**src/rtl/project_mux_gen.sv**
```systemverilog
// Pad-bank owner for the user area: hands the pads to one of NUM_SLOTS projects at a time,
// with a timed tristate/reset switchover and shadowed per-project settings, configured over Wishbone.
//
// state | meaning
// IDLE  | no project selected, pads tristated, all slots held in reset
// DRAIN | switchover hold: pads tristated, all slots in reset for RST_HOLD cycles
// RUN   | active slot owns the pads, only its reset is released
module project_mux_gen #(
    parameter int          NUM_SLOTS  = 16,
    parameter int          IO_W       = 33,
    parameter int          SETTINGS_W = 32,
    parameter int          RST_HOLD   = 16,
    parameter logic [31:0] BASE_ADDR  = 32'h3000_0000
) (
    input  logic                      wb_clk_i,
    input  logic                      wb_rst_i,
    input  logic                      wbs_cyc_i,
    input  logic                      wbs_stb_i,
    input  logic                      wbs_we_i,
    input  logic [31:0]               wbs_adr_i,
    input  logic [31:0]               wbs_dat_i,
    output logic                      wbs_ack_o,
    output logic [31:0]               wbs_dat_o,
    input  logic [NUM_SLOTS*IO_W-1:0] slot_do,
    input  logic [NUM_SLOTS*IO_W-1:0] slot_oeb,
    output logic [IO_W-1:0]           io_out,
    output logic [IO_W-1:0]           io_oeb,
    output logic [NUM_SLOTS-1:0]      slot_rst_n,
    output logic [SETTINGS_W-1:0]     custom_settings,
    output logic [2:0]                irq
);

    localparam int                CNT_W    = (RST_HOLD > 1) ? $clog2(RST_HOLD) : 1;
    localparam logic [CNT_W-1:0]  CNT_LOAD = CNT_W'(RST_HOLD - 1);
    localparam logic [8:0]        SLOT_LIM = 9'(NUM_SLOTS);

    typedef enum logic [1:0] {
        S_IDLE  = 2'd0,
        S_DRAIN = 2'd1,
        S_RUN   = 2'd2
    } state_t;

    state_t               state;
    logic [CNT_W-1:0]     cnt;
    logic                 ctrl_en;
    logic [7:0]           ctrl_slot;
    logic [31:0]          settings_q;
    logic [7:0]           active;
    logic                 bad_sel;
    logic                 irq_run_q;
    logic                 irq_bad_q;

    logic                 wb_req;
    logic                 wb_acc;
    logic                 wr_ctrl;
    logic                 wr_set;
    logic                 new_bad;
    logic                 tgt_ok;
    logic [31:0]          rdata;
    logic [NUM_SLOTS-1:0] tgt_onehot;
    logic                 unused_adr;

    assign unused_adr = &{1'b0, wbs_adr_i[1:0]};

    // A held request is only accepted while ack is low, so it acks every other cycle.
    assign wb_req  = wbs_cyc_i & wbs_stb_i & (wbs_adr_i[31:4] == BASE_ADDR[31:4]);
    assign wb_acc  = wb_req & ~wbs_ack_o;
    assign wr_ctrl = wb_acc & wbs_we_i & (wbs_adr_i[3:2] == 2'd0);
    assign wr_set  = wb_acc & wbs_we_i & (wbs_adr_i[3:2] == 2'd1);
    assign new_bad = wbs_dat_i[31] & ({1'b0, wbs_dat_i[7:0]} >= SLOT_LIM);
    assign tgt_ok  = ctrl_en & ({1'b0, ctrl_slot} < SLOT_LIM);
    assign irq     = {1'b0, irq_bad_q, irq_run_q};

    always_comb begin
        rdata = '0;
        case (wbs_adr_i[3:2])
            2'd0:    rdata = {ctrl_en, 23'd0, ctrl_slot};
            2'd1:    rdata = settings_q;
            2'd2:    rdata = {15'd0, bad_sel, active, 6'd0, state};
            default: rdata = '0;
        endcase
    end

    always_comb begin
        tgt_onehot = '0;
        for (int i = 0; i < NUM_SLOTS; i++) begin
            tgt_onehot[i] = (ctrl_slot == 8'(i));
        end
    end

    // Pads follow the active slot only in RUN; the index is registered so the mux cannot glitch between slots.
    always_comb begin
        io_out = '0;
        io_oeb = '1;
        if (state == S_RUN) begin
            for (int i = 0; i < NUM_SLOTS; i++) begin
                if (active == 8'(i)) begin
                    io_out = slot_do[i*IO_W +: IO_W];
                    io_oeb = slot_oeb[i*IO_W +: IO_W];
                end
            end
        end
    end

    always_ff @(posedge wb_clk_i) begin
        if (wb_rst_i) begin
            state           <= S_IDLE;
            cnt             <= '0;
            ctrl_en         <= 1'b0;
            ctrl_slot       <= '0;
            settings_q      <= '0;
            active          <= '0;
            bad_sel         <= 1'b0;
            irq_run_q       <= 1'b0;
            irq_bad_q       <= 1'b0;
            wbs_ack_o       <= 1'b0;
            wbs_dat_o       <= '0;
            slot_rst_n      <= '0;
            custom_settings <= '0;
        end else begin
            wbs_ack_o <= wb_acc;
            wbs_dat_o <= (wb_acc & ~wbs_we_i) ? rdata : '0;
            irq_run_q <= 1'b0;
            irq_bad_q <= 1'b0;

            if (wr_set) begin
                settings_q <= wbs_dat_i;
            end

            // A CTRL write always restarts the switchover, even on the cycle the hold would expire.
            if (wr_ctrl) begin
                ctrl_en    <= wbs_dat_i[31];
                ctrl_slot  <= wbs_dat_i[7:0];
                bad_sel    <= new_bad;
                irq_bad_q  <= new_bad & ~bad_sel;
                state      <= S_DRAIN;
                cnt        <= CNT_LOAD;
                slot_rst_n <= '0;
            end else begin
                case (state)
                    S_DRAIN: begin
                        if (cnt == '0) begin
                            if (tgt_ok) begin
                                state           <= S_RUN;
                                active          <= ctrl_slot;
                                slot_rst_n      <= tgt_onehot;
                                custom_settings <= SETTINGS_W'(settings_q);
                                irq_run_q       <= 1'b1;
                            end else begin
                                state           <= S_IDLE;
                                custom_settings <= '0;
                            end
                        end else begin
                            cnt <= cnt - 1'b1;
                        end
                    end
                    default: ;
                endcase
            end
        end
    end

endmodule

```
**config.mk**
```make
export PLATFORM = sky130hd
export DESIGN_NAME = project_mux_gen
export DESIGN_NICKNAME = d
export VERILOG_FILES = /design/src/rtl/project_mux_gen.sv
export SDC_FILE = /design/constraint.sdc
export NUM_CORES = 1
export LEC_CHECK = 0
export ABC_CLOCK_PERIOD_IN_PS = 4700
export CAP_MARGIN = 20
export CORE_AREA = 2 2 500 502
export DETAILED_ROUTE_END_ITERATION = 10
export DIE_AREA = 0 0 502 504
export GPL_TIMING_DRIVEN = 0
export SETUP_SLACK_MARGIN = 0.1
export SYNTH_ARGS = -nofsm -noshare
export SYNTH_HDL_FRONTEND = slang
export SYNTH_SLANG_ARGS = --single-unit
```
**constraint.sdc**
```tcl
create_clock -name wb_clk_i -period 4.7 [get_ports wb_clk_i]
set_input_delay 1.41 -clock wb_clk_i [delete_from_list [all_inputs] [get_ports wb_clk_i]]
set_output_delay 1.41 -clock wb_clk_i [all_outputs]
set_load 0.02 [all_outputs]
```
# --- Yosys cells after proc, flatten, opt, wreduce, memory -nomap -nowiden ---
# Cells that the tools add are included.
op_classes:
  eq_ne: 36
  n_div: 0
  shift: 0
  n_bitwise: 17
  n_mux: 44
  addsub: 1
  multipliers: 0
  magnitude_cmp: 2
  n_reduce_logical: 16
ops:
  columns: ["op", "n"]
  rows:
  - ["$mux 33", 34]
  - ["$eq 8x4->1 const B", 16]
  - ["$pmux 32 s3", 1]
  - ["$eq 8x3->1 const B", 8]
  - ["$eq 8x2->1 const B", 4]
  - ["$mux 32", 1]
  - ["$eq 28x26->1 const B", 1]
  - ["$eq 8x1->1 const B", 2]
  - ["$logic_not 8->1", 2]
  - ["$mux 4", 3]
  - ["$and 1x1->1", 10]
  - ["$ge 8x5->1 const B", 1]
  - ["$lt 8x5->1 const B", 1]
  - ["$not 1->1", 7]
  - ["$reduce_and 2->1", 3]
  - ["$reduce_and 3->1", 2]
  - ["$reduce_or 2->1", 3]
  - ["$eq 2x1->1 const B", 2]
  - ["$eq 2x2->1 const B", 2]
  - ["$logic_not 4->1", 1]
  - ["$mux 1", 4]
  - ["$reduce_and 4->1", 1]
  - ["$reduce_bool 2->1", 2]
  - ["$reduce_or 4->1", 1]
  - ["4 further kinds", 4]
word_totals:
  ramBits: 0
  ff_bits: 139
  latch_bits: 0
  romBits: 0
  output_inout_bits: 150
  n_memories: 0
  input_bits: 1125

# --- Logic depth before layout (Yosys ltp) ---
# Gate-level depths: netlist of run 1.
depth:
  depth_word: 18
  mapped_depth: 11

# --- Least setup slack after synthesis of run 1 ---
# OpenSTA, ideal clock, no wires.
synth_path:
  path_kind: "input-to-output"
  start: "input port slot_do[60]"
  end: "output port io_out[27]"
  arrival_ns: 2.698
  path_buffers: 0
  t_required_ns: 3.290
  path_stages: 5
  slack_ns: 0.592
  cell_sequence: "mux4_2 -> a21oi_1 -> nor2_1 -> nor4_1 -> a2111oi_1"
synth_between:
  elab_chain_len: 16
synth_lines:
  columns: ["element", "line", "text"]
  rows:
  - ["start: declaration", "24", "input logic [NUM_SLOTS*IO_W-1:0] slot_do,"]
  - ["$mux 33 (15 in series)", "97", "if (active == 8'(i)) begin"]
  - ["$mux 33", "95", "if (state == S_RUN) begin"]
  - ["end: declaration", "26", "output logic [IO_W-1:0] io_out,"]
# No other way between the ends.

# --- Worst setup path in the final report of run 1 ---
layout_path:
  start: "register active[1]"
  end: "output port io_out[29]"
layout_between:
  elab_chain_len: 18
  elab_cells_between_ends: 33
layout_lines:
  columns: ["element", "line", "text"]
  rows:
  - ["start: declaration", "48", "logic [7:0] active;"]
  - ["start signal: assignment", "145", "active <= ctrl_slot;"]
  - ["$logic_not 8->1", "97", null]
  - ["$mux 33 (15 in series)", "97", null]
  - ["$mux 33 *", "97", null]
  - ["$mux 33 *", "95", null]
# Mark *: on every way between the ends. The rest lies on a longest branch, timed or not.

==> results of run 1 <==
## Yosys cell counts (7+ instances only)
| library cell | n |
|---|---|
| or3_1 | 10 |
| nand2b_1 | 21 |
| buf_4 | 17 |
| a31oi_1 | 20 |
| a32oi_1 | 13 |
| nor4_1 | 15 |
| inv_1 | 10 |
| nand2_1 | 142 |
| nor2_1 | 255 |
| a2bb2oi_1 | 7 |
| o211ai_1 | 24 |
| buf_1 | 21 |
| o21a_1 | 13 |
| a221o_1 | 8 |
| a22o_1 | 34 |
| mux2_2 | 42 |
| a221oi_1 | 18 |
| a21oi_1 | 248 |
| a222oi_1 | 9 |
| a211oi_1 | 18 |
| a2111oi_0 | 11 |
| nor3_1 | 33 |
| mux4_2 | 60 |
| and2_1 | 24 |
| dfxtp_1 | 139 |
| o22ai_1 | 57 |
| nor2b_1 | 18 |
| clkbuf_1 | 94 |
| a22oi_1 | 23 |
| o31ai_1 | 13 |
| o21ai_0 | 149 |
| nand3_1 | 30 |
| a21o_1 | 11 |
| o221ai_1 | 49 |
| o22a_1 | 12 |
| buf_2 | 78 |
| a21boi_0 | 8 |
| a311oi_1 | 8 |
| mux2i_1 | 163 |
## registers in the layout, indices dropped and copies added, names as in the netlist
register / flops
state: 2
ctrl_en: 1
wbs_ack_o: 1
irq_run_q: 1
active: 8
irq_bad_q: 1
ctrl_slot: 8
custom_settings: 32
wbs_dat_o: 32
cnt: 4
settings_q: 32
bad_sel: 1
slot_rst_n: 16
## per-stage QoR
stage               setup TNS [ps]  area (um2)  util, %  hold slack (ps)  power, W
floorplan                        0       15100        -              422   0.00140
global placement           -203840       32000     12.9              463   0.00263
detailed placement         -139950       33000     13.3              466   0.00264
CTS                           -143       38100     15.4              479   0.00407
global route                  -133       38900     15.7              499   0.00417
finish                        -224       39000     15.8              481   0.00405
## cell type report
| class | count | share of cell area (%) |
|---|---|---|
| Timing Repair Buffer | 1447 | 37.7 |
| Multi-Input combinational cell | 1639 | 34.9 |
| Antenna cell | 126 | 0.808 |
| Inverter | 11 | 0.125 |
| Buffer | 211 | 7.18 |
| Sequential cell | 139 | 7.16 |
| Clock inverter | 13 | 0.365 |
| Clock buffer | 18 | 1.10 |
| Tap cell | 3330 | 10.7 |
## where the power goes
| group | internal (W) | switching [W] |
|---|---|---|
| clock | 0.000782 | 0.000608 |
| sequential | 0.00118 | 0.000000000000113 |
| combinational | 0.000939 | 0.000548 |
| total | 0.00290 | 0.00116 |
## cells in the final DEF, fill, tap and decap left out, types with 74 or more instances in the layout
cell type        Yosys  routed
nor2_1             255     222
o21ai_0            149      90
buf_4               17     122
clkdlybuf4s50_1      0    1001
dfxtp_1            139     135
dlygate4sd2_1        0     115
buf_12               0      74
mux2i_1            163     141
nand2_1            142     119
a21oi_1            248     197
diode_2              0     126
## logic make-up (layout without fill, tap and decap cells)
kind of cell             after synthesis  in the layout  synth area share, %
other                                  1            127               0.0249
multiplexers                         265            265                 22.9
flip-flops                           139            139                 18.5
AO/OA/AOI/OAI                        788            788                 34.0
XOR/XNOR                               2              2                0.116
buffers and inverters                224           1700                 6.80
adder cells (fa/ha/maj)                1              1               0.0830
AND/OR/NAND/NOR                      582            582                 17.6
## worst max-delay path, delay by kind of cell, from the launching register on
family	cells	cell delay [ps]
AO/OA/AOI/OAI	3	1310
buffers and inverters	2	560
flip-flops	1	420
AND/OR/NAND/NOR	2	760
## layer usage
metal | up-vias | track usage [%] | part of all wire (%)
met5 | - | 0 | 0.25
met4 | 138 | 13.2 | 6.1
met3 | 676 | 9.23 | 10
met2 | 2211 | 43.5 | 47
met1 | 13600 | 28.5 | 37
li1 | 10800 | - | -
## worst min-delay path by stage
| stage | startpoint | endpoint | slack [ps] | cells past startpoint |
|---|---|---|---|---|
| 2_1_floorplan | bad_sel | irq_bad_q | 420 | 1 |
| 3_3_place_gp | custom_settings[31] | custom_settings[31] | 460 | 1 |
| 3_5_place_dp | custom_settings[3] | custom_settings[3] | 470 | 1 |
| 4_1_cts | ctrl_slot[4] | ctrl_slot[4] | 480 | 2 |
| 5_1_grt | custom_settings[6] | custom_settings[6] | 500 | 1 |
| 6_report | custom_settings[14] | custom_settings[14] | 480 | 1 |
## timing repair
item | in CTS | in global routing
cloned | 0 | 0
setup buffers | 97 | 21
endpoints found under the setup margin | 66 | 51
pin swaps | 166 | 90
resized for setup | 1572 | 159
==> qor.json, run 1 <==
{
  "timing.critical_path.slowest_cell_delay": {"value": 1030, "unit": "ps"},
  "ff2ff_setup_slack": {"value": 2000, "unit": "ps"},
  "dieArea": {"value": 253000, "unit": "um2"},
  "fillCellCount": {"value": 28100},
  "ys_types": {"value": 79},
  "finClkSkew": {"value": 8.53, "unit": "ps"},
  "cts_root_buffer": {"value": "clkbuf_16"},
  "drtAntennaViolNets": {"value": 0},
  "min-delay-path-class": {"value": "reg2reg"},
  "insertion_delay": {"value": 450, "unit": "ps"},
  "layout.nets": {"value": 4592},
  "p_per_area": {"value": 104, "unit": "nW/um2"},
  "path_max_fanout": {"value": 7},
  "sink_count_of_the_clock_tree": {"value": 139},
  "postSynth.topFlopCell": {"value": "dfxtp_1"},
  "post-place-cells": {"value": 6661},
  "rsz0062_at_grt": {"value": "yes"},
  "endpoint_kind": {"value": "primary output"},
  "failed_checks": {"value": "negative setup slack"},
  "placement_rows": {"value": 183},
  "max-clock-path-buffers": {"value": 2},
  "routed_wire_length_per_instance": {"value": 49.3, "unit": "um"},
  "ff2ff_path_depth": {"value": 8},
  "multiInputGateArea": {"value": 13600, "unit": "um2"},
  "antenna_found_initial": {"value": 272},
  "clock_tree.htree_level_count": {"value": 4},
  "syn_nets": {"value": 3128},
  "gpl.final_weighted_congestion": {"value": 0.909},
  "hold_buffer_count_at_cts": {"value": 0},
  "crit_arrival": {"value": 3510, "unit": "ps"},
  "ratio_of_cells_with_drive_above_1_in_the_final_layout": {"value": 26.6, "unit": "%"},
  "dpl_worst_slack": {"value": -3090, "unit": "ps"},
  "yosysSeqAreaShare": {"value": 18.5, "unit": "%"},
  "ios": {"value": 1275},
  "power.ir.vdd_worst": {"value": 169, "unit": "uV"},
  "place.port_buffers": {"value": 1271},
  "grt_first_pass_wirelength": {"value": 398, "unit": "mm"},
  "headroom_to_the_max_slew_limit": {"value": 12.1, "unit": "%"},
  "clock_transition_at_the_registers_of_the_reported_paths": {"value": 60, "unit": "ps"},
  "global_route.overflow_total": {"value": 0},
  "critical_path.slowest_cell": {"value": "o211ai_1"},
  "mapped_area": {"value": 15100, "unit": "um2"},
  "detail_route.vias_per_cell": {"value": 3.95},
  "synthesis.yosys.warnings": {"value": 0},
  "result_of_the_run": {"value": "finished with violations"},
  "critPathKind": {"value": "reg2out"},
  "die_height": {"value": 504, "unit": "um"},
  "grt_usage": {"value": 25.9, "unit": "%"},
  "async_reset_ff_share": {"value": 0, "unit": "%"},
  "post-route-worst-setup-slack": {"value": -224, "unit": "ps"},
  "area_growth_syn_to_layout": {"value": 159, "unit": "%"},
  "final_max_slew_viol_count": {"value": 0},
  "synth_enable_flop_cells": {"value": 0},
  "worst_pin_slew": {"value": 1310, "unit": "ps"},
  "cell_type_contributing_the_most_total_cell_area_after_synthesis": {"value": "dfxtp_1"},
  "cts_tree": {"value": "yes"},
  "critical_path.cell_chain": {"value": "nor2b_1 > buf_2 > a21oi_2 > o211ai_1 > or4b_4 > a21oi_4 > buf_6"},
  "vias_in_the_first_global_route": {"value": 27400},
  "cp-endpoint": {"value": "io_out[29]"},
  "cts_made_buffers": {"value": 17},
  "finalCritPeriodShare": {"value": 105, "unit": "%"},
  "static-leakage-power": {"value": 12.7, "unit": "nW"},
  "drtPass1Iterations": {"value": 7},
  "synth-seq-cells": {"value": 139},
  "worstReg2RegStart": {"value": "wbs_ack_o"},
  "netlist.area_leader.share": {"value": 18.5, "unit": "%"},
  "drv_cap": {"value": 0},
  "place_hpwl": {"value": 296, "unit": "mm"},
  "synthTopCellsByArea": {"value": "dfxtp_1 (18%), mux2i_1 (11%), mux4_2 (9.0%)"},
  "crit_start": {"value": "active[1]"},
  "fmaxAchievable": {"value": 0.203, "unit": "GHz"},
  "worst_r2r_endpoint": {"value": "custom_settings[21]"},
  "final-seq-area": {"value": 2800, "unit": "um2"},
  "drt_wl_total": {"value": 342, "unit": "mm"},
  "setup-violations-final": {"value": 1},
  "detail_route.drc_violations": {"value": 0},
  "detail_route.iter0.violations": {"value": 2538},
  "syn_area_per_cell": {"value": 7.53, "unit": "um2"},
  "grt_max_degree": {"value": 17},
  "crit_path_start_kind": {"value": "flip-flop"},
  "num_vias": {"value": 27400},
  "timing_hold_violations_final": {"value": 0},
  "starting_density": {"value": 6.09, "unit": "%"},
  "floorplan.core_area": {"value": 248000, "unit": "um2"},
  "post_layout_nonfiller_instances": {"value": 6934},
  "required": {"value": 3290, "unit": "ps"},
  "timing.final.crit_period": {"value": 4920, "unit": "ps"},
  "post_synth_inst_count": {"value": 2002},
  "die_width": {"value": 502, "unit": "um"}
}
(Power assumes the default switching activity.)
==> inputs of run 2 (changes only) <==
Settings changed: ABC_CLOCK_PERIOD_IN_PS 4700 to 5600, CORE_AREA 2 2 500 502 to 2 2 493 495, DIE_AREA 0 0 502 504 to 0 0 495 497.
Clock period 4.7 ns to 5.6 ns, I/O delays scaled along.
==> run 2 against run 1 <==
The flow now finishes without violations. Routed wire length down 2.9%. Critical path type unchanged. First-iteration DRC count up 13%. Hold slack about the same. Largest cell class unchanged. Core utilization down 0.94 points. Largest power group unchanged. Combinational power down 15%.
==> qor.json, run 2 (synthesis results as in run 1) <==
{
  "vias_in_the_first_global_route": {"value": 26300, "change": "-3.7%"},
  "cts_tree": {"value": "yes"},
  "layout.nets": {"value": 4473, "change": "-2.6%"},
  "place_hpwl": {"value": 288, "unit": "mm", "change": "-2.8%"},
  "routed_wire_length_per_instance": {"value": 49.8, "unit": "um", "change": "+1.1%"},
  "clock_transition_at_the_registers_of_the_reported_paths": {"value": 70, "unit": "ps", "change": "about the same"},
  "detail_route.iter0.violations": {"value": 2871, "change": "+13%"},
  "power.ir.vdd_worst": {"value": 164, "unit": "uV", "change": "-2.8%"},
  "gpl.final_weighted_congestion": {"value": 0.908, "change": "about the same"},
  "critical_path.slowest_cell": {"value": "a31oi_4"},
  "timing.final.crit_period": {"value": 5580, "unit": "ps"},
  "drv_cap": {"value": 0, "change": "unchanged"},
  "grt_usage": {"value": 25.8, "unit": "%", "change": "-0.070 points"},
  "drt_wl_total": {"value": 332, "unit": "mm", "change": "-2.9%"},
  "finClkSkew": {"value": 16.7, "unit": "ps", "change": "+8.19 ps"},
  "critical_path.cell_chain": {"value": "buf_6 > buf_6 > nand2b_2 > clkbuf_4 > o211ai_1 > a31oi_4 > o21ai_0 > a21oi_1 > clkdlybuf4s15_2"},
  "crit_path_start_kind": {"value": "flip-flop"},
  "ff2ff_path_depth": {"value": 8, "change": "unchanged"},
  "crit_arrival": {"value": 3900, "unit": "ps", "change": "+390 ps"},
  "die_width": {"value": 495, "unit": "um", "change": "-1.4%"},
  "placement_rows": {"value": 180, "change": "-1.6%"},
  "detail_route.vias_per_cell": {"value": 4.02, "change": "+1.7%"},
  "post_layout_nonfiller_instances": {"value": 6662, "change": "-3.9%"},
  "rsz0062_at_grt": {"value": "yes"},
  "max-clock-path-buffers": {"value": 2, "change": "unchanged"},
  "most-common-layout-cells": {"value": "clkdlybuf4s50_1 (1,195), nor2_1 (236), a21oi_1 (226)"},
  "cts_root_buffer": {"value": "clkbuf_16"},
  "cp-endpoint": {"value": "io_out[19]"},
  "path_common_cell": {"value": "buf_6"},
  "worst_r2r_endpoint": {"value": "wbs_dat_o[11]"},
  "result_of_the_run": {"value": "finished, final reports clean"},
  "post-place-cells": {"value": 6504, "change": "-2.4%"},
  "ratio_of_cells_with_drive_above_1_in_the_final_layout": {"value": 17.3, "unit": "%", "change": "-9.3 points"},
  "worstReg2RegStart": {"value": "active[3]"},
  "required": {"value": 3920, "unit": "ps", "change": "+630 ps"},
  "final_area": {"value": 35600, "unit": "um2", "change": "-8.8%"},
  "fmaxAchievable": {"value": 0.179, "unit": "GHz"},
  "worstSetupPathDepth": {"value": 9, "change": "+2"},
  "critPathKind": {"value": "reg2out"},
  "fin_total_pwr": {"value": 0.00349, "unit": "W", "change": "-14%"},
  "static-leakage-power": {"value": 11.1, "unit": "nW", "change": "-12%"},
  "sink_count_of_the_clock_tree": {"value": 139, "change": "unchanged"},
  "setup-violations-final": {"value": 0, "change": "-1"},
  "num_vias": {"value": 26800, "change": "-2.2%"},
  "ios": {"value": 1275, "change": "unchanged"},
  "placedInstanceArea": {"value": 32700, "unit": "um2", "change": "-0.96%"},
  "die_height": {"value": 497, "unit": "um", "change": "-1.4%"},
  "crit_start": {"value": "active[1]"},
  "antenna_found_initial": {"value": 273, "change": "+0.37%"},
  "detail_route.drc_violations": {"value": 0, "change": "unchanged"},
  "timing_hold_violations_final": {"value": 0, "change": "unchanged"},
  "largest_delay_contributor_family_on_the_critical_path": {"value": "buffers and inverters"},
  "insertion_delay": {"value": 450, "unit": "ps", "change": "about the same"},
  "drtAntennaViolNets": {"value": 0, "change": "unchanged"},
  "p_per_area": {"value": 98.0, "unit": "nW/um2", "change": "-5.7%"},
  "min-delay-path-class": {"value": "reg2reg"},
  "timing.critical_path.slowest_cell_delay": {"value": 550, "unit": "ps", "change": "-480 ps"},
  "ff2ff_setup_slack": {"value": 2620, "unit": "ps", "change": "+620 ps"},
  "hold_buffer_count_at_cts": {"value": 0, "change": "unchanged"},
  "clock_tree.htree_level_count": {"value": 4, "change": "unchanged"},
  "cp.buffers_inverters": {"value": 4, "change": "+2"},
  "layout_commonest_cell": {"value": "clkdlybuf4s50_1"},
  "grt_first_pass_wirelength": {"value": 387, "unit": "mm", "change": "-2.9%"},
  "drtPass1Iterations": {"value": 6, "change": "-1"},
  "endpoint_kind": {"value": "primary output"},
  "finalCritPeriodShare": {"value": 99.7, "unit": "%"},
  "headroom_to_the_max_slew_limit": {"value": 20.3, "unit": "%", "change": "+8.2 points"},
  "floorplan.core_area": {"value": 240000, "unit": "um2", "change": "-3.0%"},
  "grt_max_degree": {"value": 17, "change": "unchanged"},
  "global_route.overflow_total": {"value": 0, "change": "unchanged"},
  "dieArea": {"value": 246000, "unit": "um2", "change": "-2.8%"},
  "fillCellCount": {"value": 27500, "change": "-2.2%"},
  "path_max_fanout": {"value": 11, "change": "+4"},
  "worst_pin_slew": {"value": 1200, "unit": "ps", "change": "-117 ps"},
  "area_growth_syn_to_layout": {"value": 136, "unit": "%"},
  "cts_made_buffers": {"value": 17, "change": "unchanged"},
  "final_max_slew_viol_count": {"value": 0, "change": "unchanged"},
  "top_regs": {"value": "custom_settings x32, settings_q x32, wbs_dat_o x32"},
  "place.port_buffers": {"value": 1271, "change": "unchanged"},
  "starting_density": {"value": 6.28, "unit": "%", "change": "+0.19 points"}
}
==> run 2: through the flow <==
step	hold slack [ps]	utilization, %	worst slack, ps	TNS [ps]
floorplan	422	-	952	0
global route	500	14.8	58.5	0
CTS	478	14.7	93.4	0
global placement	463	13.2	-3570	-157660
finish	481	14.8	17.7	0
detailed placement	464	13.6	-2610	-100270
==> run 2: repair_timing <==
item                       4_1_cts  5_1_grt
pin swaps                       28       11
hold endpoints to repair         0        0
buffers inserted                10        0
setup endpoints to repair       66       27
resized for setup              700       45
gates cloned                     0        0
==> run 2: worst min-delay path by stage <==
stage / startpoint / depth (start not counted) / endpoint / slack [ps]
after global placement: ctrl_slot[5] / 2 / ctrl_slot[5] / 460
after global routing: bad_sel / 1 / irq_bad_q / 500
final: bad_sel / 1 / irq_bad_q / 480
after CTS: ctrl_slot[5] / 2 / ctrl_slot[5] / 480
after floorplan: bad_sel / 1 / irq_bad_q / 420
after detailed placement: custom_settings[17] / 1 / custom_settings[17] / 460
==> run 2: worst reg2reg max path: cells and delay by family, from the launching register on <==
family	cells	cell delay, ps
flip-flops	1	310
AO/OA/AOI/OAI	1	160
buffers and inverters	6	2010
AND/OR/NAND/NOR	1	370
==> run 2: power by group <==
part | internal [W] | switching [W] | total, W
clock network | 0.000707 | 0.000534 | 0.00124
registers | 0.000988 | 0.000000000000106 | 0.000988
logic | 0.000811 | 0.000449 | 0.00126
==> run 2: metal layers <==
| metal | wire length [um] | part of all wire, % | up-vias | GRT usage, % |
|---|---|---|---|---|
| met3 | 30300 | 9.1 | 630 | 8.46 |
| met2 | 155000 | 47 | 2171 | 43.1 |
| met5 | 1030 | 0.31 | - | 0 |
| met1 | 126000 | 38 | 13300 | 29.3 |
| met4 | 19200 | 5.8 | 130 | 12.5 |
| li1 | - | - | 10500 | - |
==> run 2: area by class of cell <==
| class | count | area (um2) | area share [%] |
|---|---|---|---|
| Clock inverter | 12 | 150 | 0.422 |
| Buffer | 212 | 1970 | 5.53 |
| Clock buffer | 20 | 467 | 1.31 |
| Tap cell | 3185 | 3990 | 11.2 |
| Inverter | 11 | 45.0 | 0.126 |
| Timing Repair Buffer | 1327 | 13500 | 38.0 |
| Antenna cell | 117 | 293 | 0.822 |
| Sequential cell | 139 | 2790 | 7.82 |
| Multi-Input combinational cell | 1639 | 12400 | 34.8 |
